## src/rtl/serial_adder_pkg.sv

```systemverilog
// serial_adder_pkg
// Shared types and helpers for the bit-serial adder.
//   state_t : controller states (IDLE, RUN, DONE)
//   cnt_w() : width of the bit counter for a given operand width
package serial_adder_pkg;

  typedef enum logic [1:0] {
    IDLE = 2'd0,
    RUN  = 2'd1,
    DONE = 2'd2
  } state_t;

  // The counter must be able to hold every value from 0 to width.
  function automatic int cnt_w(input int width);
    return $clog2(width + 1);
  endfunction

endpackage

```

## src/rtl/serial_adder_full_adder_cell.sv

```systemverilog
// full_adder_cell
// One-bit full adder built from two half-adder stages and an OR.
// Ports:
//   a, b : operand bits
//   cin  : carry in
//   s    : sum bit
//   cout : carry out (majority of a, b, cin)
module full_adder_cell (
  input  logic a,
  input  logic b,
  input  logic cin,
  output logic s,
  output logic cout
);

  logic s1;
  logic c1;
  logic c2;

  // First half adder combines the operand bits, the second folds in the
  // carry; at most one of the two stages can generate a carry, so an OR
  // merges them into the majority function.
  always_comb begin
    s1   = a ^ b;
    c1   = a & b;
    s    = s1 ^ cin;
    c2   = s1 & cin;
    cout = c1 | c2;
  end

endmodule

```

## src/rtl/serial_adder.sv

```systemverilog
// serial_adder
// Bit-serial ripple adder: accepts A, B, Cin over a valid/ready handshake,
// adds one bit pair per clock LSB first through a single full-adder cell,
// and returns Sum, Cout and signed Overflow over a second handshake.
// Ports:
//   clk, rst_n          : clock, asynchronous active-low reset
//   in_valid, in_ready  : operand handshake (in_ready high only in IDLE)
//   A, B, Cin           : operands and carry-in
//   out_valid, out_ready: result handshake (out_valid high only in DONE)
//   Sum, Cout, Overflow : result, carry out of MSB, two's-complement overflow
module serial_adder
  import serial_adder_pkg::*;
#(
  parameter int WIDTH = 8
) (
  input  logic             clk,
  input  logic             rst_n,
  input  logic             in_valid,
  output logic             in_ready,
  input  logic [WIDTH-1:0] A,
  input  logic [WIDTH-1:0] B,
  input  logic             Cin,
  output logic             out_valid,
  input  logic             out_ready,
  output logic [WIDTH-1:0] Sum,
  output logic             Cout,
  output logic             Overflow
);

  localparam int CW = cnt_w(WIDTH);
  localparam logic [CW-1:0] LAST = CW'(WIDTH - 1);

  state_t state;
  state_t next_state;

  logic [WIDTH-1:0] a_sh;
  logic [WIDTH-1:0] b_sh;
  logic [WIDTH-1:0] sum_sh;
  logic             carry;
  logic [CW-1:0]    cnt;
  logic             cout_q;
  logic             ovf_q;

  logic             fa_s;
  logic             fa_c;
  logic             msb_cycle;

  full_adder_cell u_fa (
    .a    (a_sh[0]),
    .b    (b_sh[0]),
    .cin  (carry),
    .s    (fa_s),
    .cout (fa_c)
  );

  assign msb_cycle = (cnt == LAST);

  // State register.
  always_ff @(posedge clk or negedge rst_n) begin
    if (!rst_n) begin
      state <= IDLE;
    end else begin
      state <= next_state;
    end
  end

  // Next-state decode; the handshake outputs depend only on the state so
  // there is no combinational path from inputs to in_ready/out_valid.
  always_comb begin
    next_state = state;
    in_ready   = 1'b0;
    out_valid  = 1'b0;
    case (state)
      IDLE: begin
        in_ready = 1'b1;
        if (in_valid) next_state = RUN;
      end
      RUN: begin
        if (msb_cycle) next_state = DONE;
      end
      DONE: begin
        out_valid = 1'b1;
        if (out_ready) next_state = IDLE;
      end
      default: next_state = IDLE;
    endcase
  end

  // Datapath: operand load on accept, one bit per RUN cycle, and capture of
  // the carry flags on the MSB cycle. The overflow flag uses the carry into
  // the MSB, which is the carry register before this cycle's update.
  always_ff @(posedge clk or negedge rst_n) begin
    if (!rst_n) begin
      a_sh   <= '0;
      b_sh   <= '0;
      sum_sh <= '0;
      carry  <= 1'b0;
      cnt    <= '0;
      cout_q <= 1'b0;
      ovf_q  <= 1'b0;
    end else begin
      case (state)
        IDLE: begin
          if (in_valid) begin
            a_sh   <= A;
            b_sh   <= B;
            carry  <= Cin;
            cnt    <= '0;
            sum_sh <= '0;
          end
        end
        RUN: begin
          a_sh   <= a_sh >> 1;
          b_sh   <= b_sh >> 1;
          sum_sh <= {fa_s, sum_sh[WIDTH-1:1]};
          carry  <= fa_c;
          cnt    <= cnt + 1'b1;
          if (msb_cycle) begin
            cout_q <= fa_c;
            ovf_q  <= carry ^ fa_c;
          end
        end
        default: ;
      endcase
    end
  end

  assign Sum      = sum_sh;
  assign Cout     = cout_q;
  assign Overflow = ovf_q;

endmodule

```

## config.mk

```make
export PLATFORM = sky130hd
export DESIGN_NAME = serial_adder
export DESIGN_NICKNAME = d
export VERILOG_FILES = /design/src/rtl/serial_adder_pkg.sv /design/src/rtl/serial_adder_full_adder_cell.sv /design/src/rtl/serial_adder.sv
export SDC_FILE = /design/constraint.sdc
export NUM_CORES = 1
export LEC_CHECK = 0
export BUFFER_PORTS_ARGS = -buffer_cell sky130_fd_sc_hd__buf_2
export CORE_MARGIN = 5
export CORE_UTILIZATION = 40
export CTS_BUF_LIST = sky130_fd_sc_hd__clkbuf_16
export CTS_CLUSTER_DIAMETER = 150
export DETAILED_ROUTE_END_ITERATION = 16
export MAX_ROUTING_LAYER = met4
export PLACE_DENSITY_LB_ADDON = 0.2
export SYNTH_ARGS = -nofsm -noshare
export SYNTH_HDL_FRONTEND = slang
export SYNTH_SLANG_ARGS = --single-unit
```

## constraint.sdc

```tcl
create_clock -name clk -period 1.6 [get_ports clk]
set_input_delay 0.32 -clock clk [delete_from_list [all_inputs] [get_ports clk]]
set_output_delay 0.32 -clock clk [all_outputs]
set_load 0.01 [all_outputs]
```

==> results of run 1 <==
repair_timing:
action / 4_1_cts / 5_1_grt
resized for setup: 1 / 0
setup buffers: 0 / 1
gates cloned: 0 / 0
endpoints found under the setup margin: 1 / 1
final cells by class:
type	count	area, um^2	area share, %
clock inverters	2	7.507	0.4096
inverters	6	22.52	1.229
flip-flops and latches	33	827.0	45.12
repair buffers	41	225.2	12.29
clock buffers	5	125.1	6.826
multi-input cells	87	565.5	30.85
well taps	48	60.06	3.276
critical path: stages (launching register included):
cell	delay, ns
dfrtp_2	0.47
buf_4	0.19
nor2_1	0.12
buf_2	0.15
synthesized netlist by cell type:
master / instances
or3_1: 1
a22oi_1: 14
o21ai_0: 17
a21oi_1: 2
a2bb2oi_1: 1
inv_1: 6
nand2b_2: 1
nor2_1: 2
buf_2: 6
a32o_1: 1
buf_4: 1
a21o_1: 1
ha_1: 1
mux2i_1: 2
nor2b_1: 3
xnor2_1: 1
buf_6: 1
nand2b_1: 1
o21bai_1: 1
nor3_4: 1
dfrtp_1: 33
nand3_1: 3
nand2_1: 21
mux2_1: 1
nor2b_4: 1
o21ai_1: 1
fa_1: 1
a22o_1: 9
clkbuf_1: 1
stage by stage:
stage                     hold slack (ns)  instance area, um^2  total power, uW  cells
after floorplan                   0.02441                 1463             2078    135
after global placement             0.3652                 1694             2397    214
after detailed placement           0.3651                 1694             2453    214
after CTS                         0.07551                 1828             3340    221
after global routing               0.1135                 1833             3528    222
final                             0.07064                 1833             3285    222
layer usage:
metal / part of all wire [%] / vias up / wire, um
met4: 1.4 / 0 / 42
met2: 49 / 27 / 1521
met5: 0 / - / 0
li1: - / 553 / -
met1: 44 / 545 / 1362
met3: 5.9 / 6 / 182
logic make-up (layout without fill, tap and decap cells):
kind of cell | count (synthesis) | count (layout) | share of synthesized area [%]
XOR/XNOR | 1 | 1 | 0.5989
AO/OA/AOI/OAI | 47 | 47 | 21.73
AND/OR/NAND/NOR | 34 | 34 | 11.72
buffers and inverters | 15 | 54 | 5.132
adder cells (fa/ha/maj) | 2 | 2 | 2.224
flip-flops | 33 | 33 | 56.46
multiplexers | 3 | 3 | 2.139
flip-flops by register name, summed over array words and instances, names as in the netlist:
register,count
Cout,1
Overflow,1
Sum,8
a_sh,8
b_sh,8
carry,1
cnt,4
state,2
power by group through the flow:
stage          clock network, uW  logic [uW]  registers [uW]
6_report                     856        1060            1370
5_1_grt                      916        1200            1420
4_1_cts                      889        1070            1380
3_5_place_dp                   0        1060            1390
3_3_place_gp                   0        1020            1370
2_1_floorplan                  0         698            1380
worst min path at each step:
stage / end / slack, ns
global placement: Sum[6]$_DFFE_PN0P_ / 0.37
global route: Overflow$_DFFE_PN0P_ / 0.11
floorplan: Cout$_DFFE_PN0P_ / 0.02
CTS: Sum[3]$_DFFE_PN0P_ / 0.08
detailed placement: Sum[7]$_DFFE_PN0P_ / 0.37
finish: Overflow$_DFFE_PN0P_ / 0.07
==> results.ini, run 1 <==
[grt]
met1_usage_pct = 16.41
overflow = 0
grt_start_max_net_pins = 34
grt_util_met3_pct = 5.324
grt_use_met2_pct = 23.39
grt_usage_pct = 14.36
busiest_layer = met2
antenna_found_initial = 0
grt_pass1_vias = 1240
grt_pass1_wl_um = 5499

[placed_design]
gp_congestion = 0.7667
hpwl_um = 2262
place_ws_ns = 0.1243
io_buffers = 32

[worst_setup_path]
startpoint_type = flip-flop
endpoint = in_ready
reg2reg_from = carry$_DFFE_PN0P_
startpoint = state[0]$_DFFE_PN0P_
arrival_ns = 1.20
reg2reg_to = Overflow$_DFFE_PN0P_
worst-path-max-fanout = 9
rrSetupSlack_ns = 0.12
critPathCaptureType = primary output
required_ns = 1.28
path_class = flip-flop to primary output
r2r_cells = 4

[die]
core-area_um2 = 3606
die-area_um2 = 4966
die_h_um = 70.47
initial_core_util_pct = 40.56
pin_count = 33
die_x_um = 70.47
fp-row-count = 22

[logic_synthesis]
syn-num-nets = 158
ys_types = 29
synth_area_um2 = 1463
ys_ff_latch = 33
synth_cells = 135
ys_seq_area_share_pct = 56.46
yosysTopAreaCell = dfrtp_1
synth_area_leaders = dfrtp_1 56%, a22oi_1 7.2%, o21ai_0 5.8%
avgSynthCellArea_um2 = 10.83
ys_warn_count = 0
yosysTopAreaCellShare_pct = 56.46

[final_layout]
final_util_pct = 50.83
final_cell_mix = 32 x dfrtp_1, 32 x buf_2, 21 x nand2_1, 17 x o21ai_0, 14 x a22oi_1
finalNetCount = 197
drive_gt1_share_pct = 29.31
fill_cells = 358
area.growth.synth_to_final_pct = 25.32
diodes = 0

[power]
vdd_drop_max_uv = 639.7
leakage_uw = 0.0008881
clockPowerShare_pct = 26.0
switching_share_pct = 32.76
power_density_nw_per_um2 = 1792
seq_power_share_pct = 41.8
pwr-share-comb_pct = 32.2
power.switching_uw = 1076
p_int_uw = 2209

[timing]
hold_viol = 0
rsz0062_at_grt = no
worstMarginPinSlew_ns = 0.4140
setup_tns_ns = 0
fmax_mhz = 658.1
fin_crit_sh_pct = 94.98
skew_ns = 0.004358
post-route-min-period_ns = 1.520
setup_viol_count_final = 0
setup_ws_ns = 0.08037
slew_headroom_pct = 72.40
drv_slew = 0

[worst_hold_path]
hp-class = input port to asynchronous set/reset pin

[detailed_routing]
routed_wl_um = 3108
drc = 0
first_iter_violations = 62
ant_nets = 0
via_count = 1131
vias_per_cell = 5.095
firstDrtPassIters = 4
wl_per_cell_um = 14.00

[clock_network]
hold_buffers = 0
numCtsBuffers = 5
cts_tree = done
cts_max_path_buffers = 2
path_clk_slew_ns = 0.05
cts_root_buf = clkbuf_16
cts-htree-levels = 2
clock_latency_ns = 0.27
cts.sinks = 33

[outcome]
status = completed

[job]
drv_cap = 0

No activity file was read; power rests on OpenSTA's default activity.
==> inputs of run 2 (changes only) <==
PLACE_DENSITY_LB_ADDON = default   (was 0.2)
==> run 2 against run 1 <==
Clock skew is essentially flat; worst hold slack lost 0.0019 ns; cell area shrank 0.41%; first-iteration DRC count shrank 23%; global-route usage grew 0.44 points; critical path depth is the same; critical path type unchanged; largest power group unchanged; highest routed layer unchanged.
==> results.ini, run 2 (synthesis gave the netlist of run 1 again) <==
[grt]
met1_usage_pct = 17.43
grt_start_max_net_pins = 34
grt_pass1_wl_um = 5554
grt_util_met3_pct = 3.885
grt_use_met2_pct = 22.66
grt_usage_pct = 14.80
antenna_found_initial = 0
grt_pass1_vias = 1229
busiest_layer = met2
overflow = 0

[worst_setup_path]
path_class = flip-flop to primary output
startpoint_type = flip-flop
slowest_delay_ns = 0.43
required_ns = 1.28
critPathCaptureType = primary output
worst-path-max-fanout = 11
path_cells = buf_6, nor2b_1, buf_2
cp_slowest_cell = dfrtp_1
arrival_ns = 1.20

[clock_network]
cts-htree-levels = 2
cts_max_path_buffers = 2
clock_latency_ns = 0.27
numCtsBuffers = 5
cts_tree = done
path_clk_slew_ns = 0.05
cts.sinks = 33
cts_root_buf = clkbuf_16
hold_buffers = 0

[die]
die_h_um = 70.47
initial_core_util_pct = 40.56
pin_count = 33
core-area_um2 = 3606
die_x_um = 70.47
fp-row-count = 22
die-area_um2 = 4966

[detailed_routing]
firstDrtPassIters = 4
first_iter_violations = 48
routed_wl_um = 3186
wl_per_cell_um = 14.55
drc = 0
via_count = 1124
vias_per_cell = 5.132
ant_nets = 0

[placed_design]
hpwl_um = 2226
gp_congestion = 0.8138
io_buffers = 32
place_ws_ns = -0.05407

[timing]
slew_headroom_pct = 56.15
setup_viol_count_final = 0
fmax_mhz = 659.4
rsz0062_at_grt = no
setup_ws_ns = 0.08353
post-route-min-period_ns = 1.516
hold_viol = 0
skew_ns = 0.004772
worstMarginPinSlew_ns = 0.6560
drv_slew = 0
fin_crit_sh_pct = 94.78

[power]
vdd_drop_max_uv = 750.7
totalPowerFinal_uw = 3289
leakage_uw = 0.0008784
power_density_nw_per_um2 = 1801

[final_layout]
diodes = 0
final_common_cell = dfrtp_1
area.growth.synth_to_final_pct = 24.81
fill_cells = 346
finalNetCount = 193
final_cell_mix = 33 x dfrtp_1, 32 x buf_2, 21 x nand2_1, 17 x o21ai_0, 14 x a22oi_1
drive_gt1_share_pct = 28.07

[worst_hold_path]
hp-class = input port to asynchronous set/reset pin

[job]
drv_cap = 0

[outcome]
status = completed

## run 2: final cells by class
class | instances | area, um^2 | share of cell area [%]
Clock inverter | 3 | 13.76 | 0.7539
Inverter | 6 | 22.52 | 1.234
Sequential cell | 33 | 825.8 | 45.24
Clock buffer | 5 | 125.1 | 6.854
Tap cell | 48 | 60.06 | 3.290
Multi-Input combinational cell | 87 | 573.1 | 31.39
Timing Repair Buffer | 37 | 205.2 | 11.24
## run 2: worst max-delay path: cells and delay by family, from the launching register on
| kind | cells | cell delay (ns) |
|---|---|---|
| DFF | 1 | 0.43 |
| buffers and inverters | 2 | 0.32 |
| and+or+nand+nor | 1 | 0.17 |
## run 2: stage by stage
stage	instances	TNS [ns]	instance area, um^2	hold WS (ns)	util [%]
floorplan	135	0	1463	0.02441	-
global placement	211	0	1672	0.3616	46.36
detailed placement	211	-0.2743	1672	0.3702	46.36
CTS	219	0	1818	0.08007	50.42
global route	219	0	1826	0.1193	50.62
finish	219	0	1826	0.06870	50.62
## run 2: power by group
group          switching (uW)  internal (uW)  total, uW  leakage [uW]
Sequential                227           1150       1370      0.000431
Clock                     329            564        893     0.0000748
Combinational             551            473       1020      0.000373
## run 2: routing by layer
metal,routed length [um],vias to the layer above
li1,-,545
met1,1464,544
met2,1540,29
met3,137,6
met4,44,0
met5,0,-
## run 2: path summary, 6_finish.rpt
| kind | startpoint | depth (start not counted) | end | slack, ns |
|---|---|---|---|---|
| setup / recovery | state[1]$_DFFE_PN0P_ | 3 | out_valid | 0.08 |
| hold / removal | rst_n | 2 | a_sh[0]$_DFFE_PN0P_ | 0.07 |
| setup reg to reg | carry$_DFFE_PN0P_ | 4 | Overflow$_DFFE_PN0P_ | 0.13 |
| hold reg to reg | a_sh[6]$_DFFE_PN0P_ | 2 | a_sh[6]$_DFFE_PN0P_ | 0.49 |
| max in group asynchronous | rst_n | 2 | a_sh[2]$_DFFE_PN0P_ | 1.24 |
| min in group clk | B[7] | 2 | b_sh[7]$_DFFE_PN0P_ | 0.30 |
## run 2: what timing repair did
item,4_1_cts,5_1_grt
pin swaps,0,0
buffers inserted,0,0
resized for setup,1,2
endpoints found under the setup margin,4,1
